$ cat config.mk
export PLATFORM = sky130hd
export DESIGN_NAME = apb_timer_multi
export DESIGN_NICKNAME = d
export VERILOG_FILES = /design/src/rtl/apb_timer_multi.sv
export SDC_FILE = /design/constraint.sdc
export NUM_CORES = 1
export LEC_CHECK = 0
export BUFFER_PORTS_ARGS = -buffer_cell sky130_fd_sc_hd__buf_4
export CAP_MARGIN = 20
export CORE_MARGIN = 10
export CORE_UTILIZATION = 51
export CTS_CLUSTER_DIAMETER = 40
export DETAILED_ROUTE_END_ITERATION = 8
export PLACE_DENSITY_LB_ADDON = 0.15
export SLEW_MARGIN = 20
export SYNTH_ARGS = -nofsm -noshare
export SYNTH_HDL_FRONTEND = slang
export SYNTH_SLANG_ARGS = --single-unit
$ cat constraint.sdc
create_clock -name HCLK -period 3.56 [get_ports HCLK]
set_clock_uncertainty 0.05 [all_clocks]
set_input_delay 0.712 -clock HCLK [delete_from_list [all_inputs] [get_ports HCLK]]
set_output_delay 0.712 -clock HCLK [all_outputs]
set_load 0.05 [all_outputs]
$ cat src/rtl/apb_timer_multi.sv
// apb_timer_multi: NUM_CH independent prescaled up-counters behind an APB slave.
// Each channel has CNT, CMP, CTRL (EN/ONESHOT/PRESC) and a W1C STATUS.PEND level irq.
// Optional macro TIMER_CASCADE_EN: odd channels may tick on the previous channel's match.
module apb_timer_multi #(
    parameter int unsigned NUM_CH         = 4,
    parameter int unsigned CNT_WIDTH      = 32,
    parameter int unsigned PRESC_WIDTH    = 8,
    parameter int unsigned APB_ADDR_WIDTH = 12
) (
    input  logic                      HCLK,
    input  logic                      HRESETn,
    input  logic [APB_ADDR_WIDTH-1:0] PADDR,
    input  logic [31:0]               PWDATA,
    input  logic                      PWRITE,
    input  logic                      PSEL,
    input  logic                      PENABLE,
    output logic [31:0]               PRDATA,
    output logic                      PREADY,
    output logic                      PSLVERR,
    output logic [NUM_CH-1:0]         irq_o
);

    localparam logic [31:0] IrqStatusAddr = 32'h0000_0100;
    localparam logic [31:0] EnSetAddr     = 32'h0000_0104;

    logic [CNT_WIDTH-1:0]   r_cnt   [NUM_CH];
    logic [CNT_WIDTH-1:0]   r_cmp   [NUM_CH];
    logic [PRESC_WIDTH-1:0] r_presc [NUM_CH];
    logic [PRESC_WIDTH-1:0] r_pc    [NUM_CH];
    logic [NUM_CH-1:0]      r_en, r_oneshot, r_pend;

    logic [CNT_WIDTH-1:0]   w_cnt_d   [NUM_CH];
    logic [CNT_WIDTH-1:0]   w_cmp_d   [NUM_CH];
    logic [PRESC_WIDTH-1:0] w_presc_d [NUM_CH];
    logic [PRESC_WIDTH-1:0] w_pc_d    [NUM_CH];
    logic [NUM_CH-1:0]      w_en_d, w_oneshot_d, w_pend_d;

`ifdef TIMER_CASCADE_EN
    logic [NUM_CH-1:0]      r_casc, w_casc_d;
    logic [NUM_CH-1:0]      w_prev_match;
`endif

    logic [31:0]       w_addr;
    logic [3:0]        w_ch;
    logic [1:0]        w_reg;
    logic              w_chan_rgn, w_wr, w_en_set, w_mapped;
    logic [NUM_CH-1:0] w_base_tick, w_base_match, w_tick, w_match, w_sel;

    assign w_addr     = 32'(PADDR) & 32'hFFFF_FFFC;
    assign w_ch       = w_addr[7:4];
    assign w_reg      = w_addr[3:2];
    assign w_chan_rgn = (w_addr[31:8] == 24'h0) && (32'(w_ch) < NUM_CH);
    assign w_wr       = PSEL && PENABLE && PWRITE;
    assign w_en_set   = w_wr && (w_addr == EnSetAddr);

    assign PREADY  = 1'b1;
    assign PSLVERR = PSEL && PENABLE && !w_mapped;
    assign irq_o   = r_pend;

    // Read mux and address decode; PRDATA follows PADDR combinationally.
    always_comb begin
        PRDATA   = '0;
        w_mapped = 1'b0;
        if (w_chan_rgn) begin
            w_mapped = 1'b1;
            for (int i = 0; i < NUM_CH; i++) begin
                if (int'(w_ch) == i) begin
                    case (w_reg)
                        2'd0: PRDATA = 32'(r_cnt[i]);
                        2'd1: PRDATA = 32'(r_cmp[i]);
                        2'd2: begin
                            PRDATA[0] = r_en[i];
                            PRDATA[1] = r_oneshot[i];
`ifdef TIMER_CASCADE_EN
                            PRDATA[2] = r_casc[i];
`endif
                            PRDATA[8 +: PRESC_WIDTH] = r_presc[i];
                        end
                        default: PRDATA[0] = r_pend[i];
                    endcase
                end
            end
        end else if (w_addr == IrqStatusAddr) begin
            w_mapped = 1'b1;
            PRDATA   = 32'(r_pend);
        end else if (w_addr == EnSetAddr) begin
            w_mapped = 1'b1;
        end
    end

    // Prescaler-driven tick and match for every channel, ignoring cascade.
    always_comb begin
        for (int i = 0; i < NUM_CH; i++) begin
            w_base_tick[i]  = r_en[i] && (r_pc[i] == r_presc[i]);
            w_base_match[i] = w_base_tick[i] && (r_cnt[i] == r_cmp[i]);
        end
    end

`ifdef TIMER_CASCADE_EN
    assign w_prev_match = w_base_match << 1;
`endif

    // Per-channel next state: APB writes, counting, match handling.
    always_comb begin
        for (int i = 0; i < NUM_CH; i++) begin
            w_sel[i]   = w_wr && w_chan_rgn && (int'(w_ch) == i);
            w_tick[i]  = w_base_tick[i];
`ifdef TIMER_CASCADE_EN
            // r_casc is only ever set on odd channels.
            if (r_casc[i]) w_tick[i] = r_en[i] && w_prev_match[i];
            w_casc_d[i] = r_casc[i];
`endif
            w_match[i] = w_tick[i] && (r_cnt[i] == r_cmp[i]);

            w_cnt_d[i]     = r_cnt[i];
            w_cmp_d[i]     = r_cmp[i];
            w_presc_d[i]   = r_presc[i];
            w_pc_d[i]      = r_pc[i];
            w_en_d[i]      = r_en[i];
            w_oneshot_d[i] = r_oneshot[i];
            w_pend_d[i]    = r_pend[i];

            if (r_en[i]) w_pc_d[i] = w_base_tick[i] ? '0 : r_pc[i] + 1'b1;

            if (w_match[i]) begin
                w_cnt_d[i] = '0;
                if (r_oneshot[i]) w_en_d[i] = 1'b0;
            end else if (w_tick[i]) begin
                w_cnt_d[i] = r_cnt[i] + 1'b1;
            end

            if (w_sel[i]) begin
                case (w_reg)
                    2'd0: w_cnt_d[i] = PWDATA[CNT_WIDTH-1:0];
                    2'd1: w_cmp_d[i] = PWDATA[CNT_WIDTH-1:0];
                    2'd2: begin
                        w_en_d[i]      = PWDATA[0];
                        w_oneshot_d[i] = PWDATA[1];
                        w_presc_d[i]   = PWDATA[8 +: PRESC_WIDTH];
                        w_pc_d[i]      = '0;
`ifdef TIMER_CASCADE_EN
                        w_casc_d[i]    = PWDATA[2] && ((i % 2) == 1);
`endif
                    end
                    default: if (PWDATA[0]) w_pend_d[i] = 1'b0;
                endcase
            end

            if (w_en_set && PWDATA[i]) w_en_d[i] = 1'b1;
            // A match in the same cycle as a W1C keeps PEND set.
            if (w_match[i]) w_pend_d[i] = 1'b1;
        end
    end

    // State registers.
    always_ff @(posedge HCLK or negedge HRESETn) begin
        if (!HRESETn) begin
            r_cnt     <= '{default: '0};
            r_cmp     <= '{default: '0};
            r_presc   <= '{default: '0};
            r_pc      <= '{default: '0};
            r_en      <= '0;
            r_oneshot <= '0;
            r_pend    <= '0;
`ifdef TIMER_CASCADE_EN
            r_casc    <= '0;
`endif
        end else begin
            r_cnt     <= w_cnt_d;
            r_cmp     <= w_cmp_d;
            r_presc   <= w_presc_d;
            r_pc      <= w_pc_d;
            r_en      <= w_en_d;
            r_oneshot <= w_oneshot_d;
            r_pend    <= w_pend_d;
`ifdef TIMER_CASCADE_EN
            r_casc    <= w_casc_d;
`endif
        end
    end

endmodule

==> flow_metrics.env, run 1 <==
export IMPL_irDropWorstVdd_uv=515
export IMPL_dpl_worst_slack_ns=0.180
export IMPL_die_area_um2=47400
export IMPL_hpwl_um=48900
export IMPL_drc=0
export IMPL_run_status="complete, no violations"
export IMPL_wl_met1_um=28100
export IMPL_initial_utilization_pct=51.6
export IMPL_netlist_area_um2=19900
export IMPL_syn_num_nets=2059
export IMPL_grt_overflow=0
export IMPL_core_area_um2=38600
export IMPL_clkSinkCount=332
export IMPL_post_route_min_period_ns=3.26
export IMPL_regArea_um2=8310
export IMPL_cts_setup_buffers=0
export IMPL_portBuffers=83
export IMPL_wl_um=66900
export IMPL_start_kind="input pin"
export IMPL_multi_input_area_um2=10900
export IMPL_fin_crit_sh_pct=91.7
export IMPL_cts_resized=0
export IMPL_maxCapViolations=0
export IMPL_viasPerCell=6.16
export IMPL_async_reset_ff_share_pct=100
export IMPL_cp_max_fo=9
export IMPL_ys_top_cells_by_area="dfrtp_1 42%, mux2_2 8.6%, xnor2_1 6.6%"
export IMPL_hold_path_class="input pin to flop"
export IMPL_nets=2127
export IMPL_synth_cells=2002
export IMPL_setup_viol=0
export IMPL_drive_gt1_share_pct=21.0
export IMPL_dr_pass1_iters=5
export IMPL_slew_headroom_pct=26.3
export IMPL_powerDensity_nw_per_um2=521
export IMPL_htree_num_levels=2
export IMPL_fillCellCount=3287
export IMPL_cts_tree="built"
export IMPL_worstPathRequired_ns=2.80
export IMPL_synth_ff_type="dfrtp_1"
export IMPL_yosys_area_top_type_share_pct=41.7
export IMPL_cts_buffers=58
export IMPL_area_growth_pct=16.2
export IMPL_rows=72
export IMPL_grt_pass1_wl_um=99600
export IMPL_dieWidth_um=218
export IMPL_layout_commonest_cell="dfrtp_1"
export IMPL_clock_latency_ns=0.61
export IMPL_ys_types=62
export IMPL_fin_ws_ns=0.295
export IMPL_grt_max_degree=93
export IMPL_post_drt_wl_per_cell_um=25.4
export IMPL_worst_slew_pin_slew_ns=1.10
export IMPL_drtIter0Drc=1542
export IMPL_place_gp_congestion=0.941
export IMPL_die_h_um=218
export IMPL_layout_common_cells="332 x dfrtp_1, 177 x nand2_1, 152 x mux2_2"
export IMPL_topRoutingLayerUsed="met4"
export IMPL_ant_nets=0
export IMPL_syn_avg_cell_area_um2=9.95
export IMPL_wl_met3_um=5040
export IMPL_synth_area_leader_cell="dfrtp_1"
export IMPL_p_leak_nw=9.97
export IMPL_seq_area_frac_synth_pct=41.7
export IMPL_ys_ff_latch=332
export IMPL_met2_length_um=31500
export IMPL_arrival_ns=2.50
export IMPL_hold_viol=0
export IMPL_cts_path_max_buffers=3
export IMPL_fmax_mhz=306
export IMPL_yosys_warnings=0
export IMPL_endpoint_kind="primary output"
export IMPL_antenna_found_initial=0
export IMPL_grt_usage_pct=27.7
export IMPL_stdcell_count=2636
export IMPL_grt_pass1_vias=15800
export IMPL_ctsHoldBuffers=1
export IMPL_diodes=0
export IMPL_vias=16200
export IMPL_rsz0062_at_grt="no"
export IMPL_io_pins=87
export IMPL_cts_root_buf="clkbuf_16"
export IMPL_path_clk_slew_ns=0.05
export IMPL_slew_viol_final=0
export IMPL_tns_ns=0
export IMPL_synth_edf_count=0
export IMPL_placed_cells=2527
export IMPL_crit_type="input pin to primary output"
power by group:
group          total, mW  switching (mW)  internal, mW
clock network       5.59            2.05          3.54
logic               1.93            1.17         0.766
registers           4.54           0.491          4.05
total               12.1            3.71          8.35
layout make-up:
cell class	instances	area share [%]
tap	518	2.80
inverter	16	0.259
multi-input combinational	1506	47.0
clock inverter	30	1.39
clock buffer	78	7.11
sequential	332	35.9
timing repair buffer	156	5.60
stage by stage:
stage               util, %  power (mW)  instance area [µm²]  hold slack (ns)
floorplan                 -        5.74                19900            0.366
global placement       54.8        6.44                21200            0.463
detailed placement     54.8        6.48                21200            0.475
CTS                    59.9        12.1                23100            0.322
global route           59.9        12.5                23200            0.340
finish                 59.9        12.1                23200            0.365
final timing paths:
check / start / to / slack, ns / depth (start not counted)
min reg2reg: r_cmp[2] / r_cmp[2] / 0.49 / 1
min: PWDATA[16] / r_cnt[80] / 0.37 / 3
max in group asynchronous: HRESETn / r_pc[22] / 2.03 / 3
max reg2reg: r_cnt[23] / r_cnt[19] / 0.32 / 6
min in group asynchronous: HRESETn / r_cnt[24] / 0.55 / 2
max: PADDR[7] / PRDATA[12] / 0.30 / 6
critical path, stage by stage:
cell	delay [ns]
buf_4	0.14
or3_1	0.43
or2_2	0.41
a21o_1	0.30
a21oi_1	0.25
buf_4	0.25
cells in the mapped netlist, types with 4 or more instances:
cell,instances
o22ai_1,104
nand2b_1,13
dfrtp_1,332
and3_1,26
o31ai_1,13
buf_2,47
mux4_2,5
nand3_1,58
and2_1,11
buf_6,10
or3_1,8
inv_1,16
nor4_2,6
or2_2,5
clkbuf_1,77
o21ai_1,4
nand4_1,84
mux2_1,11
nor2_1,123
nor2b_1,4
a2111oi_0,4
xnor2_1,150
mux2_2,152
nor4_1,36
and4_1,18
a21oi_1,34
nand2_1,177
nor3_1,26
ha_1,8
mux2i_1,126
buf_4,8
o21ai_0,87
a22oi_1,20
xor2_1,148
a31oi_1,7
logic make-up (layout without fill, tap and decap cells):
logic type / after synthesis / in the layout / synth area share (%)
muxes: 294 / 294 / 16.1
DFF: 332 / 332 / 41.7
other: 1 / 1 / 0.0188
AOI/OAI and AO/OA: 286 / 286 / 8.60
adders and majority gates: 8 / 8 / 0.502
and+or+nand+nor: 619 / 619 / 16.0
buffers and inverters: 164 / 280 / 3.93
xor gates and xnor gates: 298 / 298 / 13.1
metal layers:
layer / up-vias / global-route usage, %
met4: 0 / 10.5
met3: 107 / 4.23
li1: 7301 / -
met2: 658 / 43.8
met1: 8165 / 37.6
met5: - / 0
flip-flops by register name, indices dropped and copies added, names as in the netlist:
name,count
irq_o,4
r_cmp,128
r_cnt,128
r_en,4
r_oneshot,4
r_pc,32
r_presc,32
No activity file was read; power rests on OpenSTA's default activity.
==> inputs of run 2 (changes only) <==
clock period = 2.85 ns   (was 3.56 ns; I/O delays follow)
==> flow_metrics.env, run 2 (same netlist as run 1, synthesis figures left out) <==
export IMPL_p_sw_mw=4.61
export IMPL_grt_pass1_vias=16600
export IMPL_core_area_um2=38600
export IMPL_stdcell_area_um2=24000
export IMPL_irDropWorstVdd_uv=491
export IMPL_place_gp_congestion=0.982
export IMPL_dpl_worst_slack_ns=-0.0598
export IMPL_layout_common_cells="322 x dfrtp_1, 202 x buf_4, 177 x nand2_1"
export IMPL_placed_cells=2594
export IMPL_rsz0062_at_grt="no"
export IMPL_clkSinkCount=332
export IMPL_worst_slew_pin_slew_ns=0.660
export IMPL_drive_gt1_share_pct=25.7
export IMPL_grt_usage_pct=28.2
export IMPL_dieWidth_um=218
export IMPL_cts_root_buf="clkbuf_16"
export IMPL_top_regs="r_cmp: 128 flops, r_cnt: 128 flops"
export IMPL_cp_max_fo=21
export IMPL_maxCapViolations=0
export IMPL_path_clk_slew_ns=0.05
export IMPL_portBuffers=83
export IMPL_worstPathRequired_ns=2.23
export IMPL_seq_power_share_pct=38.1
export IMPL_ant_nets=0
export IMPL_nets=2204
export IMPL_grt_pass1_wl_um=102000
export IMPL_post_route_min_period_ns=2.85
export IMPL_drtIter0Drc=1650
export IMPL_start_kind="input pin"
export IMPL_hold_path_class="input pin to flop"
export IMPL_die_area_um2=47400
export IMPL_clkPwrFrac_pct=44.0
export IMPL_fin_crit_sh_pct=99.9
export IMPL_hold_viol=0
export IMPL_post_drt_wl_per_cell_um=24.9
export IMPL_fin_ws_ns=0.00419
export IMPL_grt_overflow=0
export IMPL_layout_commonest_cell="dfrtp_1"
export IMPL_vias=16600
export IMPL_cts_tree="built"
export IMPL_hpwl_um=50000
export IMPL_fmax_mhz=351
export IMPL_dpl_instance_area_um2=22100
export IMPL_clock_latency_ns=0.60
export IMPL_powerDensity_nw_per_um2=617
export IMPL_area_growth_pct=20.6
export IMPL_die_h_um=218
export IMPL_wl_um=67600
export IMPL_crit_type="input pin to primary output"
export IMPL_endpoint_kind="primary output"
export IMPL_cts_buffers=55
export IMPL_internal_power_mw=10.2
export IMPL_p_leak_nw=10.4
export IMPL_htree_num_levels=2
export IMPL_dr_pass1_iters=5
export IMPL_cts_path_max_buffers=3
export IMPL_initial_utilization_pct=51.6
export IMPL_switching_share_pct=31.1
export IMPL_drc=0
export IMPL_setup_viol=0
export IMPL_grt_max_degree=74
export IMPL_utilization_pct=62.2
export IMPL_io_pins=87
export IMPL_run_status="complete, no violations"
export IMPL_slew_headroom_pct=55.6
export IMPL_viasPerCell=6.14
export IMPL_antenna_found_initial=2
export IMPL_slew_viol_final=0
export IMPL_arrival_ns=2.23
export IMPL_p_comb_share_pct=17.9
export IMPL_diodes=0
export IMPL_stdcell_count=2710
export IMPL_rows=72
export IMPL_fillCellCount=3226
-- run 2: changes by cell type in the layout (fill, tap and decap cells not counted), sizes merged --
cell      delta
buf         +80
bufinv       -1
clkinv       +6
clkinvlp     -2
clkbuf       -8
inv          -1
-- run 2: area by class of cell --
type / count / area [µm²] / share of cell area [%]
timing repair buffer: 236 / 2170 / 9.04
inverter: 16 / 60.1 / 0.250
multi-input combinational: 1506 / 11000 / 45.9
sequential: 332 / 8320 / 34.6
tap: 518 / 648 / 2.70
clock inverter: 32 / 295 / 1.23
clock buffer: 70 / 1520 / 6.30
-- run 2: worst paths after layout --
check / from / to / slack, ns / cells after the start
setup / recovery: PADDR[2] / PRDATA[15] / 0.004 / 7
hold / removal: PWDATA[23] / r_cnt[55] / 0.25 / 3
setup reg to reg: r_presc[19] / r_cnt[91] / 0.38 / 6
hold reg to reg: r_cmp[99] / r_cmp[99] / 0.48 / 1
max in group asynchronous: HRESETn / irq_o[2] / 1.43 / 3
min in group asynchronous: HRESETn / r_cnt[24] / 0.46 / 2
-- run 2: repair_timing --
item,CTS,global route
resized for setup,14,14
buffers inserted,3,10
endpoints found under the hold margin,49,0
setup endpoints to repair,15,17
hold buffers,1,0
-- run 2: per-layer routing --
metal / part of all wire (%) / vias up / GRT usage (%)
met5: 0 / - / 0
met4: 3.6 / 0 / 11.0
met3: 7.6 / 132 / 4.47
met2: 47 / 687 / 45.1
met1: 41 / 8379 / 37.8
li1: - / 7441 / -
-- run 2: metrics by stage --
step,TNS (ns),hold WS [ns],power (mW)
final,0,0.246,14.8
after global routing,0,0.242,15.4
after CTS,0,0.205,14.8
after detailed placement,-0.177,0.471,8.25
after global placement,-0.0809,0.462,8.18
after floorplan,-1.90,0.224,7.18
-- run 2: critical path, cell delays in order --
cell and delay, ns:
buf_12 0.19, buf_4 0.23, mux2i_1 0.42, o21ai_0 0.24, a22oi_1 0.25, a21oi_2 0.09, buf_4 0.20
-- run 2: power by group through the flow --
stage	clock network (mW)	logic [mW]	registers, mW
2_1_floorplan	0	1.73	5.45
4_1_cts	6.58	2.56	5.64
3_3_place_gp	0	2.49	5.69
3_5_place_dp	0	2.54	5.72
5_1_grt	6.84	2.87	5.71
6_report	6.52	2.66	5.65
==> inputs of run 3 (changes only) <==
clock period = 3.5 ns   (was 2.85 ns; I/O delays follow)
==> flow_metrics.env, run 3 (same netlist as run 1, synthesis figures left out) <==
export IMPL_drtIter0Drc=1393
export IMPL_layout_common_cells="332 x dfrtp_1, 177 x nand2_1, 152 x mux2_2"
export IMPL_post_drt_wl_per_cell_um=25.4
export IMPL_grt_pass1_wl_um=101000
export IMPL_cp_cell_sequence="buf_4, nor4_4, nand2b_1, buf_4, o22ai_1, nor2_1, nor2_1, buf_4"
export IMPL_dr_pass1_iters=5
export IMPL_r2r_cells=6
export IMPL_cts_tree="built"
export IMPL_diodes=0
export IMPL_place_gp_congestion=0.947
export IMPL_area_growth_pct=17.0
export IMPL_die_area_um2=47400
export IMPL_slowest_stage="nor4_4"
export IMPL_start_kind="input pin"
export IMPL_cts_path_max_buffers=3
export IMPL_core_area_um2=38600
export IMPL_stdcell_area_um2=23300
export IMPL_hold_viol=0
export IMPL_setup_viol=0
export IMPL_utilization_pct=60.3
export IMPL_fin_hold_ws_ns=0.0544
export IMPL_fin_crit_sh_pct=93.3
export IMPL_io_pins=87
export IMPL_layout_commonest_cell="dfrtp_1"
export IMPL_hpwl_um=49400
export IMPL_powerDensity_nw_per_um2=537
export IMPL_fillCellCount=3267
export IMPL_cp_max_fo=23
export IMPL_rows=72
export IMPL_grt_max_degree=87
export IMPL_stdcell_count=2637
export IMPL_fmax_mhz=306
export IMPL_drc=0
export IMPL_worstPathRequired_ns=2.75
export IMPL_path_clk_slew_ns=0.05
export IMPL_path_buf_inv=3
export IMPL_clkSinkCount=332
export IMPL_grt_pass1_vias=16000
export IMPL_endpoint_kind="primary output"
export IMPL_cts_resized=0
export IMPL_htree_num_levels=2
export IMPL_worst_slew_pin_slew_ns=1.11
export IMPL_viasPerCell=6.16
export IMPL_antenna_found_initial=1
export IMPL_crit_type="input pin to primary output"
export IMPL_cts_root_buf="clkbuf_16"
export IMPL_irDropWorstVdd_uv=449
export IMPL_hold_path_class="input pin to async pin"
export IMPL_grt_usage_pct=27.9
export IMPL_dieWidth_um=218
export IMPL_cts_buffers=61
export IMPL_tns_ns=0
export IMPL_top_regs="r_cmp: 128 flops, r_cnt: 128 flops"
export IMPL_arrival_ns=2.52
export IMPL_initial_utilization_pct=51.6
export IMPL_grt_overflow=0
export IMPL_clock_latency_ns=0.60
export IMPL_rsz0062_at_grt="no"
export IMPL_wl_um=67100
export IMPL_cts_setup_buffers=0
export IMPL_dpl_instance_area_um2=21200
export IMPL_die_h_um=218
export IMPL_slowest_delay_ns=0.44
export IMPL_maxCapViolations=0
export IMPL_path_delay_family="simple AND/OR/NAND/NOR gates"
export IMPL_drive_gt1_share_pct=21.2
export IMPL_dpl_worst_slack_ns=0.196
export IMPL_ctsHoldBuffers=0
export IMPL_slew_viol_final=0
export IMPL_cp_num_cells=8
export IMPL_nets=2129
export IMPL_run_status="complete, no violations"
export IMPL_power_mw=12.5
export IMPL_portBuffers=83
export IMPL_placed_cells=2527
export IMPL_post_route_min_period_ns=3.27
export IMPL_vias=16200
export IMPL_ant_nets=0
export IMPL_p_leak_nw=10.0
export IMPL_fin_ws_ns=0.234
export IMPL_cpMostUsedCell="buf_4"
export IMPL_slew_headroom_pct=26.2
[run 3: cell types whose count changed in the layout (fill, tap and decap cells not counted), moves of 7 or more]
cell	delta
buf_4	-64
nor2_1	+20
buf_12	-16
nor2_2	-14
dfrtp_1	+10
dfrtp_2	-10
a21oi_1	+8
o21ai_0	+8
a21oi_2	-7
[run 3: layer usage]
metal	GRT usage [%]	routed length, µm	vias to the layer above	part of all wire, %
met1	37.2	28200	8144	42
met3	5.19	4980	124	7.4
met5	0	12	-	0.018
li1	-	-	7307	-
met4	10.5	2200	2	3.3
met2	44.5	31700	655	47
[run 3: worst paths after layout]
kind,start,endpoint,slack [ns]
max in group asynchronous,HRESETn,r_cnt[80],2.37
max reg2reg,r_cnt[75],r_cnt[88],0.61
min reg2reg,r_oneshot[0],r_oneshot[0],0.49
min,HRESETn,r_cnt[25],0.05
min in group HCLK,PWDATA[16],r_cnt[80],0.36
max,PADDR[4],PRDATA[6],0.23
[run 3: layout make-up]
type	instances	area [µm²]	area share (%)
tap	518	648	2.78
inverter	16	60.1	0.258
clock buffer	71	1610	6.93
clock inverter	39	448	1.92
multi-input combinational	1506	10900	46.6
timing repair buffer	155	1360	5.85
sequential	332	8310	35.6
[run 3: worst register-to-register path, cell delays in order (launching register included)]
cell,delay [ns]
dfrtp_1,0.44
xnor2_1,0.33
nand4_1,0.20
nor4_2,0.41
nand2_1,0.15
o21ai_2,0.87
o21ai_0,0.26
[run 3: power breakdown]
part           switching (mW)  internal (mW)  leakage [nW]  total (mW)
clock network            2.11           3.82         0.979        5.93
logic                    1.18          0.784          4.84        1.96
registers               0.500           4.12          4.19        4.62
